## src/rtl/video_ram_dp.sv

```systemverilog
// rtl/video_ram_dp.sv - true dual-port video RAM with registered reads and a sequential clear engine
// Optional registered collision pulse output: define VIDEO_RAM_DP_COLLISION_EN
module video_ram_dp #(
    parameter int                    DATA_WIDTH    = 4,
    parameter int                    ADDR_WIDTH    = 8,
    parameter logic [DATA_WIDTH-1:0] CLEAR_VALUE   = '0,
    parameter bit                    WRITE_THROUGH = 1'b0
) (
    input  logic                  clock,
    input  logic                  reset_n,
    input  logic                  clear_req,
    output logic                  clear_busy,
    input  logic [ADDR_WIDTH-1:0] address_a,
    input  logic [DATA_WIDTH-1:0] data_a,
    input  logic                  wren_a,
    output logic [DATA_WIDTH-1:0] q_a,
    input  logic [ADDR_WIDTH-1:0] address_b,
    input  logic [DATA_WIDTH-1:0] data_b,
    input  logic                  wren_b,
    output logic [DATA_WIDTH-1:0] q_b
`ifdef VIDEO_RAM_DP_COLLISION_EN
    ,
    output logic                  collision
`endif
);
    localparam int DEPTH = 2 ** ADDR_WIDTH;

    typedef enum logic {IDLE, CLEAR} state_t;

    state_t                state, state_next;
    logic [ADDR_WIDTH-1:0] clr_addr, clr_addr_next;
    logic [DATA_WIDTH-1:0] mem [DEPTH];
    logic                  clearing, same_addr, we_a, we_b;
    logic [DATA_WIDTH-1:0] rd_a, rd_b;

    assign clearing   = (state == CLEAR);
    assign clear_busy = clearing;
    assign same_addr  = (address_a == address_b);
    // Port B owns the location on a same-address double write.
    assign we_b       = wren_b && !clearing;
    assign we_a       = wren_a && !clearing && !(we_b && same_addr);

    always_ff @(posedge clock or negedge reset_n) begin
        if (!reset_n) begin
            state    <= IDLE;
            clr_addr <= '0;
        end else begin
            state    <= state_next;
            clr_addr <= clr_addr_next;
        end
    end

    always_comb begin
        state_next    = state;
        clr_addr_next = clr_addr;
        case (state)
            IDLE: begin
                if (clear_req) begin
                    state_next    = CLEAR;
                    clr_addr_next = '0;
                end
            end
            CLEAR: begin
                clr_addr_next = clr_addr + ADDR_WIDTH'(1);
                if (clr_addr == '1) begin
                    state_next    = IDLE;
                    clr_addr_next = '0;
                end
            end
            default: begin
                state_next    = IDLE;
                clr_addr_next = '0;
            end
        endcase
    end

    always_ff @(posedge clock) begin
        if (clearing) mem[clr_addr]  <= CLEAR_VALUE;
        if (we_a)     mem[address_a] <= data_a;
        if (we_b)     mem[address_b] <= data_b;
    end

    // Write-through forwards this edge's winning write (user or clear) into the read register.
    always_comb begin
        rd_a = mem[address_a];
        rd_b = mem[address_b];
        if (WRITE_THROUGH) begin
            if (we_b && same_addr)                      rd_a = data_b;
            else if (we_a)                              rd_a = data_a;
            else if (clearing && clr_addr == address_a) rd_a = CLEAR_VALUE;

            if (we_b)                                   rd_b = data_b;
            else if (we_a && same_addr)                 rd_b = data_a;
            else if (clearing && clr_addr == address_b) rd_b = CLEAR_VALUE;
        end
    end

    always_ff @(posedge clock or negedge reset_n) begin
        if (!reset_n) begin
            q_a <= '0;
            q_b <= '0;
        end else begin
            q_a <= rd_a;
            q_b <= rd_b;
        end
    end

`ifdef VIDEO_RAM_DP_COLLISION_EN
    always_ff @(posedge clock or negedge reset_n) begin
        if (!reset_n) collision <= 1'b0;
        else          collision <= wren_a && wren_b && same_addr && !clearing;
    end
`endif

endmodule

```

## config.mk

```make
export PLATFORM = sky130hd
export DESIGN_NAME = video_ram_dp
export DESIGN_NICKNAME = d
export VERILOG_FILES = /design/src/rtl/video_ram_dp.sv
export SDC_FILE = /design/constraint.sdc
export NUM_CORES = 2
export LEC_CHECK = 0
export ABC_CLOCK_PERIOD_IN_PS = 3400
export BUFFER_PORTS_ARGS = -buffer_cell sky130_fd_sc_hd__buf_2
export CORE_MARGIN = 10
export CORE_UTILIZATION = 38
export CTS_CLUSTER_DIAMETER = 150
export CTS_CLUSTER_SIZE = 10
export DETAILED_ROUTE_END_ITERATION = 10
export GPL_TIMING_DRIVEN = 1
export PLACE_DENSITY = 0.53
export SLEW_MARGIN = 20
export SYNTH_ARGS = -nofsm -noshare
export SYNTH_HDL_FRONTEND = slang
export SYNTH_SLANG_ARGS = --single-unit
```

## constraint.sdc

```tcl
create_clock -name clock -period 3.4 [get_ports clock]
set_input_delay 0 -clock clock [delete_from_list [all_inputs] [get_ports clock]]
set_output_delay 0 -clock clock [all_outputs]
set_load 0.01 [all_outputs]
```

==> summary.txt <==
Cells and area
  • Final core area utilization: 43.1%
  • Non-filler instance count after layout: 7042
  • Final design instance area without fill: 70300 µm²
  • Layout area overhead: 12.3%
  • Ratio of cells with drive above 1 in the final layout: 33.1%
  • Number of nets in the layout: 4856

Global route
  • Pin count of the biggest net entering global routing: 100
  • Gr ovfl total: 0
  • Number of global-route vias before repair: 44.9k
  • Initial antenna violation count: 13
  • First-pass GRT wire length: 353 mm
  • GRT Resource Usage Total: 27.2%

Timing
  • Shortest period the worst path allows: 3.31 ns
  • RSZ-0062 raised after global routing: no
  • Final TNS setup: 0 ns
  • Max Fclk: 302 MHz
  • Tightest slew margin relative to the limit: 27.3%
  • Final clock skew: 0.0434 ns
  • Number of endpoints with negative hold slack in the final report: 0
  • Slew at the pin closest to its max-slew limit: 1.09 ns
  • Post-route fraction of the period consumed by the critical path: 97.5%
  • Number of pins with negative max-slew slack in the final report: 0
  • Setup-failing EPs final: 0

Worst setup path
  • Req. time, crit path: 3.77 ns
  • Slowest Stage Delay on Critical Path: 0.67 ns
  • Category of cells accounting for the largest share of critical-path delay: compound AO/OA/AOI/OAI gates
  • Critical path start-end classification: flip-flop to flip-flop
  • Ordered list of cells on the worst path: nor2b_1, nand2_1, o311a_2, buf_12, mux2i_1, nand3_1, buf_4, o22ai_1
  • Number of buffer and inverter stages on the critical path: 2
  • Arr. time, crit path: 3.68 ns
  • Kind of start point of the critical path: flip-flop
  • Slowest stage cell on the critical path: sky130_fd_sc_hd__o22ai_1
  • Max FO, Critical Path: 28
  • CP Capture Type: flip-flop

Routing
  • Remaining antenna violation count after routing: 0
  • 1st-pass router iterations: 7
  • Residual DRC: 0
  • Number of DRC markers in iteration 0: 6760
  • Via density per instance: 6.63
  • Total wirelength of the detailed-routed design: 253 mm
  • Overall via count from detail_route: 46.7k
  • Average wire per standard cell: 36.0 µm

Synth
  • Yosys warns: 0
  • Async SR Flop Fraction: 1.63%
  • Cells after synthesis: 4850
  • Synthesized netlist net count: 4880
  • Leading register cell type out of synthesis: sky130_fd_sc_hd__edfxtp_1
  • Post-synthesis area per instance: 12.9 µm²
  • Area of the mapped netlist: 62600 µm²
  • Proportion of synthesized chip area in sequential cells: 49.8%
  • EDFF count, synth: 1024
  • FF+latch count, synth: 1041
  • Yosys cell types: 58

Floorplan
  • Overall die width: 426 µm
  • Initial cell density of the core: 38.4%
  • Boundary pin count: 38
  • Number of placement rows: 148
  • Total die area: 181000 µm²
  • Die boundary height: 426 µm
  • Core area: 163000 µm²

Power and ir drop
  • Total Power Consumption: 27.1 mW
  • P_leak: 24.6 nW
  • Power density normalized to cell area: 385 nW/µm²
  • VDD IR max: 0.415 mV

Clock tree
  • Post-CTS setup buffers: 0
  • Maximum number of buffers from clock root to sink: 3
  • CTS Root Buffer Type: sky130_fd_sc_hd__clkbuf_16
  • Total clock buffers created by CTS: 114
  • Clock tree from TritonCTS: done
  • H-tree depth reported by CTS: 3
  • Clock slew at the register clock pins of the worst setup and hold paths: 0.06 ns
  • Clock Sinks: 1041
  • Clk Latency, worst-skew pair: 0.78 ns

Place
  • Port Buffers: 37
  • Area of placed instances: 67000 µm²
  • HPWL after detailed placement: 166 mm
  • Post-placement cell count: 6871
  • Gpl congestion: 0.940

Hold path
  • Min-Delay Path Class: primary input to flip-flop

Status
  • Outcome: complete, no violations

Flow run
  • Max Cap Violations: 0
[layer usage]
metal,vias to the layer above,share of wire (%),global-route usage (%)
met5,-,0.059,0.529
met4,4,6.4,15.0
met3,629,11,6.15
met2,3085,45,41.3
met1,23904,38,35.9
li1,19085,-,-
[worst min-delay path, stage by stage]
cell and delay, ns:
sky130_fd_sc_hd__buf_2 0.19, sky130_fd_sc_hd__nand2_4 0.08, sky130_fd_sc_hd__buf_12 0.25, sky130_fd_sc_hd__o21ai_0 0.20
[registers in the layout (all words and copies together), names as in the netlist]
name        flops
q_a             4
mem          1024
clear_busy      1
clr_addr        8
q_b             4
[cells in the mapped netlist (15+ instances only)]
master / number / share of area, %
sky130_fd_sc_hd__nand2_1: 651 / 3.9
sky130_fd_sc_hd__nor2b_1: 15 / 0.15
sky130_fd_sc_hd__buf_2: 66 / 0.53
sky130_fd_sc_hd__mux4_2: 465 / 17
sky130_fd_sc_hd__nand2b_1: 17 / 0.17
sky130_fd_sc_hd__mux2i_1: 160 / 2.6
sky130_fd_sc_hd__mux2_2: 597 / 11
sky130_fd_sc_hd__a211oi_1: 27 / 0.32
sky130_fd_sc_hd__o21ai_0: 568 / 4.5
sky130_fd_sc_hd__clkbuf_1: 402 / 2.4
sky130_fd_sc_hd__buf_1: 37 / 0.22
sky130_fd_sc_hd__a21oi_1: 68 / 0.54
sky130_fd_sc_hd__o22ai_1: 154 / 1.5
sky130_fd_sc_hd__nor2_1: 159 / 0.95
sky130_fd_sc_hd__o221ai_1: 50 / 0.70
sky130_fd_sc_hd__dfrtp_1: 17 / 0.68
sky130_fd_sc_hd__o21ai_1: 31 / 0.25
sky130_fd_sc_hd__edfxtp_1: 1024 / 49
sky130_fd_sc_hd__nand3_1: 48 / 0.38
sky130_fd_sc_hd__a22oi_1: 127 / 1.5
[final cells by class]
| cell class | instances | area [µm²] |
|---|---|---|
| Inverter | 5 | 18.8 |
| Clock inverter | 5 | 80.1 |
| Sequential cell | 1041 | 31200 |
| Antenna cell | 13 | 32.5 |
| Fill cell | 14706 | 92900 |
| Multi-Input combinational cell | 3280 | 29500 |
| Tap cell | 2175 | 2720 |
| Clock buffer | 139 | 2990 |
| Timing Repair Buffer | 384 | 3790 |
[metrics by stage]
| step | hold WS [ns] | setup WS, ns |
|---|---|---|
| after global placement | 0.0137 | -0.0781 |
| after floorplan | -0.296 | 0.428 |
| after CTS | 0.0319 | 0.0164 |
| after detailed placement | 0.0166 | -0.0193 |
| final | 0.0539 | 0.0860 |
| after global routing | 0.0791 | 0.0342 |
[timing repair]
action                                  4_1_cts  5_1_grt
hold endpoints to repair                    221        0
endpoints found under the setup margin        0       52
gates resized for setup                       0        4
hold buffers                                 14        0
[kinds of logic (layout without fill, tap and decap cells)]
family | count (synthesis) | count (layout) | share of synthesized area (%)
other | 0 | 13 | 0
AOI/OAI and AO/OA | 1092 | 1092 | 10.3
adders and majority gates | 1 | 1 | 0.0200
xor gates and xnor gates | 11 | 11 | 0.154
muxes | 1224 | 1224 | 30.1
buffers and inverters | 529 | 533 | 3.44
DFF | 1041 | 1041 | 49.8
and+or+nand+nor | 952 | 952 | 6.18
[worst paths after layout]
kind	startpoint	to	slack [ns]	cells after the start
worst max-delay path	clear_busy	mem[39][3]	0.09	8
worst min-delay path	data_a[3]	mem[64][3]	0.05	4
worst max register to register	clear_busy	mem[39][3]	0.09	8
worst min register to register	clr_addr[3]	clr_addr[3]	0.59	1
max in group asynchronous	reset_n	clr_addr[0]	3.00	4
min in group asynchronous	reset_n	q_a[0]	0.24	4
[power breakdown]
| group | switching [mW] | internal, mW |
|---|---|---|
| clock network | 5.28 | 6.06 |
| registers | 0.00543 | 13.9 |
| logic | 1.28 | 0.571 |
[placed cells by master (no fill, tap or decap), types with 27 or more instances in the layout]
cell / instances
sky130_fd_sc_hd__edfxtp_1: 1024
sky130_fd_sc_hd__nand2_1: 646
sky130_fd_sc_hd__mux2_2: 597
sky130_fd_sc_hd__o21ai_0: 567
sky130_fd_sc_hd__mux4_2: 465
sky130_fd_sc_hd__buf_4: 264
sky130_fd_sc_hd__mux2i_1: 160
sky130_fd_sc_hd__o22ai_1: 152
sky130_fd_sc_hd__nor2_1: 149
sky130_fd_sc_hd__a22oi_1: 127
sky130_fd_sc_hd__clkbuf_16: 116
sky130_fd_sc_hd__buf_12: 71
sky130_fd_sc_hd__a21oi_1: 68
sky130_fd_sc_hd__o221ai_1: 50
sky130_fd_sc_hd__nand3_1: 36
sky130_fd_sc_hd__o21ai_1: 32
sky130_fd_sc_hd__buf_2: 28
sky130_fd_sc_hd__a211oi_1: 27
No activity file was read; power rests on OpenSTA's default activity.
